<file path="config.mk">
export PLATFORM = sky130hd
export DESIGN_NAME = media_campioni
export DESIGN_NICKNAME = d
export VERILOG_FILES = /design/src/rtl/media_campioni_pkg.sv /design/src/rtl/add.sv /design/src/rtl/media_campioni_acc_somma.sv /design/src/rtl/media_campioni.sv
export SDC_FILE = /design/constraint.sdc
export NUM_CORES = 1
export LEC_CHECK = 0
export BUFFER_PORTS_ARGS = -buffer_cell sky130_fd_sc_hd__buf_2
export CORE_MARGIN = 2
export CORE_UTILIZATION = 35
export CTS_CLUSTER_DIAMETER = 50
export DETAILED_ROUTE_END_ITERATION = 10
export GPL_TIMING_DRIVEN = 0
export PLACE_DENSITY = 0.63
export SYNTH_ARGS = -nofsm -noshare
export SYNTH_HDL_FRONTEND = slang
export SYNTH_SLANG_ARGS = --single-unit
</file>
<file path="constraint.sdc">
create_clock -name clock -period 4.63 [get_ports clock]
set_clock_uncertainty 0.1 [all_clocks]
set_input_delay 0 -clock clock [delete_from_list [all_inputs] [get_ports clock]]
set_output_delay 0 -clock clock [all_outputs]
set_load 0.02 [all_outputs]
</file>
<file path="src/rtl/media_campioni_pkg.sv">
// rtl/media_campioni_pkg.sv - shared state encodings and handshake levels for the batch-mean stage
package media_campioni_pkg;

  typedef enum logic [1:0] {
    IN_WAIT   = 2'd0,
    IN_ACK    = 2'd1,
    OUT_VALID = 2'd2,
    OUT_ACK   = 2'd3
  } star_t;

  // Both handshakes are active low: dav_ low means data valid, rfd low means taken.
  localparam logic VALID = 1'b0;
  localparam logic ACK   = 1'b0;

endpackage

</file>
<file path="src/rtl/add.sv">
// rtl/add.sv - N-bit adder with carry-in
module add #(
  parameter int N = 8
) (
  input  logic [N-1:0] a,
  input  logic [N-1:0] b,
  input  logic         c_in,
  output logic [N-1:0] s
);

  assign s = a + b + N'(c_in);

endmodule

</file>
<file path="src/rtl/media_campioni_acc_somma.sv">
// rtl/media_campioni_acc_somma.sv - W+LOG2K-bit accumulator with clear and enable
module acc_somma #(
  parameter int W     = 32,
  parameter int LOG2K = 2
) (
  input  logic                 clock,
  input  logic                 reset_,
  input  logic                 clr,
  input  logic                 en,
  input  logic [W-1:0]         d,
  output logic [W+LOG2K-1:0]   sum
);

  localparam int N = W + LOG2K;

  logic [N-1:0] d_ext;
  logic [N-1:0] sum_nx;

  // LOG2K guard bits absorb K full-scale samples without wrapping.
  assign d_ext = N'(d);

  add #(.N(N)) u_add (
    .a    (sum),
    .b    (d_ext),
    .c_in (1'b0),
    .s    (sum_nx)
  );

  always_ff @(posedge clock or negedge reset_) begin
    if (!reset_)  sum <= '0;
    else if (clr) sum <= '0;
    else if (en)  sum <= sum_nx;
  end

endmodule

</file>
<file path="src/rtl/media_campioni.sv">
// rtl/media_campioni.sv - accumulates 2^LOG2K samples over dav_/rfd and publishes their truncated mean
module media_campioni
  import media_campioni_pkg::*;
#(
  parameter int LOG2K = 2,
  parameter int W     = 32
) (
  input  logic         clock,
  input  logic         reset_,
  input  logic         dav_in_,
  output logic         rfd_in,
  input  logic [W-1:0] q_in,
  output logic         dav_out_,
  input  logic         rfd_out,
  output logic [W-1:0] m
);

  localparam int SW = W + LOG2K;
  localparam int CW = LOG2K + 1;
  localparam logic [CW-1:0] K_CNT = CW'(1 << LOG2K);

  star_t          star, star_nx;
  logic [CW-1:0]  cnt, cnt_nx;
  logic           rfd_in_nx, dav_out_nx;
  logic [W-1:0]   m_nx;
  logic           acc_en, acc_clr;
  logic [SW-1:0]  sum;
  logic [W-1:0]   mean;

  acc_somma #(.W(W), .LOG2K(LOG2K)) u_acc (
    .clock  (clock),
    .reset_ (reset_),
    .clr    (acc_clr),
    .en     (acc_en),
    .d      (q_in),
    .sum    (sum)
  );

  // Dividing by K is just dropping the low LOG2K bits.
  assign mean = sum[SW-1:LOG2K];

  always_comb begin
    star_nx    = star;
    cnt_nx     = cnt;
    rfd_in_nx  = rfd_in;
    dav_out_nx = dav_out_;
    m_nx       = m;
    acc_en     = 1'b0;
    acc_clr    = 1'b0;
    case (star)
      IN_WAIT: begin
        rfd_in_nx = ~ACK;
        if (dav_in_ == VALID) begin
          acc_en    = 1'b1;
          cnt_nx    = cnt + CW'(1);
          rfd_in_nx = ACK;
          star_nx   = IN_ACK;
        end
      end
      IN_ACK: begin
        if (dav_in_ != VALID) begin
          rfd_in_nx = ~ACK;
          if (cnt == K_CNT) begin
            m_nx       = mean;
            dav_out_nx = VALID;
            star_nx    = OUT_VALID;
          end else begin
            star_nx = IN_WAIT;
          end
        end
      end
      OUT_VALID: begin
        if (rfd_out == ACK) begin
          dav_out_nx = ~VALID;
          star_nx    = OUT_ACK;
        end
      end
      OUT_ACK: begin
        dav_out_nx = ~VALID;
        if (rfd_out != ACK) begin
          acc_clr = 1'b1;
          cnt_nx  = '0;
          star_nx = IN_WAIT;
        end
      end
      default: star_nx = IN_WAIT;
    endcase
  end

  always_ff @(posedge clock or negedge reset_) begin
    if (!reset_) begin
      star     <= IN_WAIT;
      cnt      <= '0;
      rfd_in   <= 1'b1;
      dav_out_ <= 1'b1;
      m        <= '0;
    end else begin
      star     <= star_nx;
      cnt      <= cnt_nx;
      rfd_in   <= rfd_in_nx;
      dav_out_ <= dav_out_nx;
      m        <= m_nx;
    end
  end

endmodule
</file>
Word level (Yosys, flattened, before mapping)
Cells that the tools add are included.
Widths: inputs -> output; s select.
{ "totals": {"word_cells": 49, "regBits": 73, "input_bits": 36, "out_inout_bits": 34} }
{ "op_classes": {"n_reduce_logical": 10, "mux": 22, "n_eq_ne": 9, "addsub": 2} }
{ "op_table": {"columns": ["cell", "n"], "rows": [
  ["$mux 34", 2],
  ["$add 34x32->34", 1],
  ["$mux 2", 5],
  ["$ne 2x2->1 const B", 5],
  ["$mux 1", 9],
  ["$pmux 2 s4", 1],
  ["$reduce_and 4->1", 2],
  ["$mux 3", 2],
  ["$pmux 3 s2", 1],
  ["$reduce_and 3->1", 2],
  ["$reduce_bool 2->1", 3],
  ["$eq 2x2->1 const B", 2],
  ["$add 3x1->3 const B", 1],
  ["$eq 3x3->1 const B", 1],
  ["$pmux 1 s3", 1],
  ["$reduce_bool 3->1", 1],
  ["$eq 2x1->1 const B", 1],
  ["$logic_not 2->1", 1],
  ["$pmux 1 s2", 1],
  ["$reduce_and 2->1", 1]
]} }

Longest topological paths before layout
Gate-level depths: netlist (run 1).
{ "logic_depth": {"depth_word": 4, "depth_mapped": 10, "ltp_nobuf": 10} }

By module
From an unflattened synthesis (run 1), not the netlist that was laid out.
{ "unflattened": {"hier_cells": 487, "hier_area_um2": 5062.4} }
{ "by_module_without_submodules": {"columns": ["mod", "seq_area_each_um2", "n_inst", "cells_each", "area_per_inst_um2"], "rows": [
  ["add", 0.0, 1, 272, 1981.9],
  ["media_campioni", 978.4, 1, 104, 1667.8],
  ["acc_somma", 850.8, 1, 111, 1412.6]
]} }

Worst setup path before layout (run 1)
No wires, ideal clock.
{ "synth_path": {"kind": "reg-to-reg", "from": "reg u_acc.sum[0]", "to": "reg u_acc.sum[26]", "path_buffers": 0, "period_less_slack_ps": 2820, "setup_slack_ps": 1810, "setup_time_ps": 121, "arrival_ps": 2599, "path_stages_with_launch": 11, "required_time_ps": 4409, "path_cell_list": "dfrtp_1 -> ha_1 -> fa_1 -> a21o_2 -> a221o_2 -> a211oi_4 -> nor2_2 -> o21a_1 -> a41oi_2 -> xnor2_1 -> a22o_1"} }
{ "synth_between": {"elab_chain_len": 3} }
{ "synth_rtl": {"columns": ["element", "line", "source"], "rows": [
  ["start, declared", "media_campioni_acc_somma.sv:11", "output logic [W+LOG2K-1:0] sum"],
  ["start signal, assigned", "media_campioni_acc_somma.sv:32", "else if (en) sum <= sum_nx;"],
  ["$add 34x32->34", "add.sv:11", "assign s = a + b + N'(c_in);"],
  ["$mux 34", "media_campioni_acc_somma.sv:32", null],
  ["$mux 34", "media_campioni_acc_somma.sv:31", "else if (clr) sum <= '0;"]
]} }
Every way passes these cells. The select of a mux whose other input is x is not followed.
A chain may end at the register's enable or synchronous reset.

Worst setup path in the final report (run 1)
Same ends and word-level chain as after synthesis.

==> results of run 1 <==
## state kept, by name, indices dropped and copies added, names as in the netlist, named ones only
signal,cells
u_acc.sum,34
m,32
cnt,3
dav_out_,1
rfd_in,1
star,1
## layout make-up
cell class / count / area share
well taps: 172 / 0.03958
inverters: 9 / 0.006213
flip-flops and latches: 73 / 0.3364
repair buffers: 75 / 0.07685
clock inverters: 3 / 0.008053
plain buffers: 19 / 0.01818
multi-input cells: 352 / 0.4687
clock buffers: 13 / 0.04602
## worst min-delay path, delay by kind of cell
family,cells,cell delay (ns)
adders and majority gates,1,0.16
AOI/OAI and AO/OA,1,0.12
buffers and inverters,1,0.11
and+or+nand+nor,1,0.05
## timing repair
action / CTS / global route
hold buffers: 5 / 0
setup buffers: 0 / 0
hold endpoints to repair: 77 / 0
## cells in the final DEF, fill, tap and decap left out, types with 2 or more instances in the layout
cell type and n:
nor3b_1 3, a21o_1 19, nor2b_1 2, xor2_1 13, mux2_2 31, buf_2 68
a22o_1 6, o22ai_1 2, a211oi_1 5, xnor2_1 10, nand2_1 52, nand2b_1 4
inv_1 9, a21o_2 3, or2_2 3, a32o_1 3, dlygate4sd3_1 5, a211o_1 2
clkbuf_8 3, nor3_1 3, nor2_1 19, a21oi_1 35, o31ai_1 5, ha_1 34
a31oi_1 4, mux2i_1 2, dfrtp_1 71, nand4_1 6, o21ai_0 34, clkbuf_16 9
o211ai_1 4, clkbuf_1 19, or3_1 3, and3_2 3, and3_1 5, o21a_1 5
o2111ai_1 2, nand3_1 7, dfstp_2 2
## power groups by stage
stage / clock network (mW) / registers [mW] / logic (mW)
floorplan: 0 / 1.29 / 1.45
global placement: 0 / 1.15 / 2.08
detailed placement: 0 / 1.16 / 2.12
CTS: 0.711 / 1.15 / 2.14
global route: 0.745 / 1.20 / 2.39
finish: 0.700 / 1.15 / 2.14
## metal layers
layer | GRT usage | vias up
li1 | - | 1837
met5 | 0 | -
met4 | 0.05497 | 0
met2 | 0.2606 | 86
met1 | 0.2280 | 1762
met3 | 0.03440 | 14
## cells by family after synthesis
kind of cell,Yosys count,share of synthesized area
AOI/OAI and AO/OA,146,0.2186
muxes,33,0.08183
xor gates and xnor gates,23,0.04466
buffers and inverters,28,0.02940
DFF,73,0.4055
and+or+nand+nor,115,0.1212
adders and majority gates,35,0.09875
## worst paths after layout
path / slack (ns) / cells past startpoint / to
setup reg to reg: 1.51 / 10 / u_acc.sum[26]
max in group asynchronous: 3.73 / 3 / dav_out_
setup / recovery: 1.51 / 10 / u_acc.sum[26]
hold reg to reg: 0.38 / 2 / rfd_in
min in group asynchronous: 0.07 / 2 / m[6]
hold / removal: 0.05 / 4 / u_acc.sum[1]
==> impl_results.md, run 1 <==
- Post-DP Area: around 0.0051 sq mm
- Pwr/cell area: between 700 and 800 mW/mm^2
- Largest net degree at the start of global routing: 41
- Synth Cell Area: 0.004511 sq mm
- Total CTS buffers: 9
- Overall power: 3.986 mW
- Register area: about 0.0018 sq mm
- Internal: 2.305 mW
- Outcome: finished, final reports clean
- Setup WS post-layout: around 1.5 ns
- Buf+Inv Stages, Crit Path: 0
- Maxcap violations: 0
- Vias in the first global route: between 3k and 4k
- Setup TNS: 0 ns
- M1 WL: roughly 5300 microns
- Fmax: 320.7 MHz
- RePlAce Congestion: about 0.85
- Seq/Total Area, Yosys: 0.4055
- Mapped Nets: roughly 520
- First-pass GRT wire length: roughly 19,000 microns
- Core area: 0.01262 sq mm
- CTS-repair resized insts: 0
- Area occupied by multi-input gates: approximately 0.0025 sq mm
- DP HPWL: 8106 microns
- Main synth FF type: dfrtp_1
- Slowest cell on crit path: fa_1
- Async S/R FF share, synth: 1.000
- Inserted Diodes: 0
- Die W: around 120 microns
- # port buffers: 69
- Clock slew at reported path FFs: roughly 0.060 ns
- Clk buf depth: 2
- Clock Sink Count: between 70 and 80
- Commonest cells post-synth: 71 x dfrtp_1, 52 x nand2_1, 35 x a21oi_1
- Highest Signal Layer: met4
- Area leader, netlist: dfrtp_1
- Clk pwr share: 0.176
- Via-to-Cell Ratio: slightly above 5
- Root buffer cell: clkbuf_16
- FILL cells: around 1.3k
- Slowest stage delay, CP: roughly 0.4 ns
- GRT Util Overall: 0.1656
- Static Leakage: between 2 and 3 nW
- Post-route design area: 0.005438 sq mm
- DR WL met3: 535 microns
- CP startpoint: u_acc.sum[0]
- Drt pass-1 iters: 4
- CP required: roughly 4.8 ns
- DRT antenna net count: 0
- Worst-Skew Late Latency: ~0.33 ns
- Final period util: 0.6736
- Hold Slack: 0.05323 ns
- Non-Filler Instances: just over 700
- Layout Nets: 610
- Worst Hold Launch: q_in[1]
- Cell with the most instances after synthesis: dfrtp_1
- Worst EP arrival: 3.24 ns
- TritonCTS clock tree: built
- Die height: between 100 and 150 microns
- Worst Setup Start Kind: register
- Via count: around 3.7k
- Average wire per standard cell: 15.25 microns
- Initial antenna violation count: 0
- Starting Density: 0.3574
- # setup viols final: 0
- Hold Vio Cnt, Final: 0
- Area Overhead vs Synth: 20.55%
- Placed cells: 695
- CP Max Fanout: 4
- Normalized max-slew margin: 0.4574
- Metal2 WL: 4931 microns
- RSZ-0062 raised after global routing: false
- Reg2reg start: u_acc.sum[0]
- Util after Layout: 0.4309
- Cell Rows: slightly above 40
- Register bit total from synthesis: 73
- Worst Max-Slew Pin Slew: between 0.8 and 0.9 ns
- Syn Inst Count: 453
- CP Capture Type: register
- Ports: 70
- Post-Place Worst Slack: around 1.6 ns
- Unique masters post-synth: 60
- Die ar.: roughly 0.014 sq mm
- WL final: between 10,000 and 15,000 microns
- Sw Ratio: 0.4217
- Layout cells sized above 1: 0.2537
- CP cell instances: ha_1, fa_1, a21o_2, a221o_2, a211oi_4, nor2_2, o21a_1, a41oi_2, xnor2_1, a22o_1
- HP Class: input port to register
- Sequential share of power: 0.288
- Gate power share: 0.536
- Worst IR Drop VDD: about 0.29 mV
- Post-layout min period: 3.119 ns
- Share of the synthesized area in the top cell type: 0.3939
- Yosys warns: 0
- H-tree depth: 3
- Syn avg cell area: about 10 sq um
- Crit path max-delay family: compound AO/OA/AOI/OAI gates
- Initial DRC Count: between 200 and 250
- Psw: 1.681 mW
- Drt drc: 0
- CP Class: register to register
- Largest cells by area after synthesis: dfrtp_1 39%, ha_1 9.4%, mux2_2 7.7%, nand2_1 4.3%, a21oi_1 3.9%
- GRT Residual Overflow: 0
- Post-synth EDFFs: 0
- Count of final max-slew check failures: 0
(Power assumes the default switching activity.)
==> run 2: changes to the inputs <==
- ABC_AREA: default -> 1
- PLACE_DENSITY: 0.63 -> 0.62
- clock period: 4.63 -> 3.18 ns (I/O delays scaled with it)
==> run 2 against run 1 <==
  * Area after synthesis up 9.6%
  * Register-to-register slack worse by 0.64 ns
  * Sequential power increased by 45%
  * Clock power increased by 35%
  * Largest power group unchanged
  * Design area grew 7.8%
  * Critical path depth rose by 3
  * Highest routed layer unchanged
  * Setup slack got worse by 0.64 ns
  * Hold slack got worse by 0.017 ns
  * Die area grew 9.3%
==> impl_results.md, run 2 <==
- Sequential share of power: 0.282
- Flop2flop setup slack: ~0.87 ns
- DRT antenna net count: 0
- Initial antenna violation count: 0
- FILL cells: 1,463
- Worst Hold Launch: q_in[31]
- Normalized max-slew margin: 0.5518
- Die ar.: between 0.015 and 0.02 sq mm
- Die W: around 120 microns
- Yosys warns: 0
- Syn avg cell area: between 6 and 7 sq um
- # port buffers: slightly below 70
- Share of the synthesized area in the top cell type: 0.3594
- Commonest non-fill, non-tap cell in the layout: nand2_1
- First-pass GRT wire length: around 22,000 microns
- Worst Max-Slew Pin Slew: 0.6723 ns
- GRT Util Overall: 0.1862
- TritonCTS clock tree: built
- Maxcap violations: 0
- Worst Setup Start Kind: register
- Total CTS buffers: 9
- Biggest regs: u_acc.sum (34), m (32), cnt (3)
- Reg2Reg Depth: 13
- Pwr/cell area: 1008 mW/mm^2
- Area Overhead vs Synth: 18.55%
- Register area: between 0.0015 and 0.002 sq mm
- Synth Cell Area: about 0.005 sq mm
- Psw: 2.859 mW
- H-tree depth: 3
- Ports: 70
- Main synth FF type: dfrtp_1
- Final period util: 0.7275
- Largest cells by area after synthesis: dfrtp_1 36%, nand2_1 22%, ha_1 8.6%, inv_1 5.1%, nor2_1 4.9%
- CP required: about 3.4 ns
- Max reg flops: 34
- Adder-cell share of the synthesized area: 0.09010
- Area leader, netlist: dfrtp_1
- RSZ-0062 raised after global routing: false
- Clk buf depth: 2
- Commonest cells post-synth: 294 x nand2_1, 71 x dfrtp_1, 67 x inv_1
- Biggest register: u_acc.sum
- Drt drc: 0
- Register bit total from synthesis: 73
- Unique masters post-synth: 33
- CP Capture Type: register
- HP Class: input port to register
- Setup Buffers After CTS: 0
- Layout Nets: approximately 880
- Most frequent cells in the layout: 294 x nand2_1, 76 x buf_2, 71 x dfrtp_1
- GRT Residual Overflow: 0
- Cell with the most instances after synthesis: nand2_1
- Hold Slack: 0.03615 ns
- Hold Vio Cnt, Final: 0
- Worst Hold Path EP: u_acc.sum[31]
- Area occupied by multi-input gates: ~0.0028 sq mm
- Clock Sink Count: 73
- WL final: 13,480 microns
- Setup TNS: 0 ns
- Clk pwr share: 0.159
- RePlAce Congestion: between 0.9 and 1
- Async S/R FF share, synth: 1.000
- Compound-Gate Fraction of Synth Area: 0.1147
- Overall power: between 5 and 6 mW
- Seq/Total Area, Yosys: 0.3700
- Post-layout min period: about 2.3 ns
- Largest net degree at the start of global routing: 42
- Die height: 122.8 microns
- Gate power share: 0.559
- DP HPWL: 10,600 microns
- CP Max Fanout: 4
- Worst EP arrival: 2.49 ns
- CP Class: register to register
- Clock slew at reported path FFs: about 0.06 ns
- Placed cells: around 980
- Worst IR Drop VDD: 0.3578 mV
- Internal: 3.051 mW
- Largest family of logic cells by synthesized area: simple AND/OR/NAND/NOR gates
- Reg-to-reg endpoint: u_acc.sum[20]
- Drt pass-1 iters: 6
- Mapped Nets: 797
- Post-route design area: between 0.005 and 0.006 sq mm
- Post-synthesis mux area share: 0
- Core area: around 0.014 sq mm
- Non-Filler Instances: 997
- Count of final max-slew check failures: 0
- Outcome: finished, final reports clean
- Post-Synth Simple-Gate Area: 0.3576
- Via-to-Cell Ratio: 4.803
- Cell Rows: between 40 and 50
- Layout cells sized above 1: 0.1481
- Syn Inst Count: a little over 700
- Post-synth EDFFs: 0
- Worst-Skew Late Latency: 0.34 ns
- # setup viols final: 0
- Starting Density: 0.3575
- Vias in the first global route: around 4.6k
- Reg2reg start: u_acc.sum[0]
- Sw Ratio: 0.4838
- WHS Path Cells: 5
- Static Leakage: around 3.2 nW
- Inserted Diodes: 0
- Fmax: 432.3 MHz
- Average wire per standard cell: 13.52 microns
- Root buffer cell: clkbuf_16
- XOR/XNOR Fraction of Synth Area: 0.001772
- Initial DRC Count: between 200 and 300
- Via count: ~4.8k
- Post-DP Area: 0.005537 sq mm
run 2: cell count changes in the layout (fill, tap and decap cells not counted), sizes merged, moves of 13 or more:
| cell | change |
|---|---|
| a21o | -20 |
| clkbuf | -14 |
| inv | +62 |
| mux2 | -31 |
| nand2 | +252 |
| nand3 | +27 |
| nor2 | +53 |
| xor2 | -13 |
run 2: worst max-delay path by stage:
stage                       startpoint       endpoint  slack (ns)  cells past startpoint
after floorplan           u_acc.sum[0]   u_acc.sum[4]        1.22                      7
after global placement    u_acc.sum[0]  u_acc.sum[28]        0.91                     12
after detailed placement  u_acc.sum[0]  u_acc.sum[20]        0.89                     13
after CTS                 u_acc.sum[0]  u_acc.sum[20]        0.87                     13
after global routing      u_acc.sum[0]  u_acc.sum[28]        0.69                     12
final                     u_acc.sum[0]  u_acc.sum[20]        0.87                     13
run 2: kinds of logic (layout without fill, tap and decap cells):
logic type / count (synthesis) / count (layout)
AOI/OAI and AO/OA: 103 / 103
xor gates and xnor gates: 1 / 1
adders and majority gates: 35 / 35
buffers and inverters: 84 / 175
DFF: 73 / 73
and+or+nand+nor: 430 / 430
run 2: power groups by stage:
stage | clock network, mW | logic, mW | registers, mW
2_1_floorplan | 0 | 2.19 | 1.86
3_3_place_gp | 0 | 3.24 | 1.67
3_5_place_dp | 0 | 3.28 | 1.68
4_1_cts | 0.947 | 3.31 | 1.67
5_1_grt | 0.984 | 3.76 | 1.72
6_report | 0.942 | 3.30 | 1.67
run 2: area by class of cell:
cell class | count | share of cell area
Buffer | 13 | 0.01003
Timing Repair Buffer | 76 | 0.07301
Clock inverter | 3 | 0.002989
Tap cell | 180 | 0.03843
Sequential cell | 73 | 0.3121
Inverter | 71 | 0.04547
Clock buffer | 12 | 0.04206
Multi-Input combinational cell | 569 | 0.4759
run 2: worst max-delay path: stages, from the launching register on:
cell	delay [ns]
dfrtp_1	0.39
ha_1	0.24
fa_1	0.41
nand2_1	0.09
nand3_1	0.11
nand3_1	0.10
nand3_1	0.16
nand2_1	0.10
nand2_1	0.12
nand2_1	0.11
inv_1	0.04
o21ai_1	0.11
nand3_1	0.08
nand2_1	0.09
run 2: metal layers:
metal / GRT usage / vias up / wire (microns)
met5: 0 / - / 0
met1: 0.2492 / 2182 / 6699
met3: 0.01952 / 20 / 550
li1: - / 2494 / -
met4: 0.07687 / 0 / 299
met2: 0.3059 / 93 / 5927
run 2: timing repair:
item                                    CTS  global route
hold endpoints to repair                 77             0
endpoints found under the setup margin    0             0
gates resized for setup                   0             0
hold buffers                              6             0
run 2: metrics by stage:
step	worst slack (ns)	util
3_5_place_dp	0.8853	0.4004
3_3_place_gp	0.9105	0.3988
4_1_cts	0.8742	0.4239
6_report	0.8666	0.4239
2_1_floorplan	1.223	-
5_1_grt	0.6893	0.4239
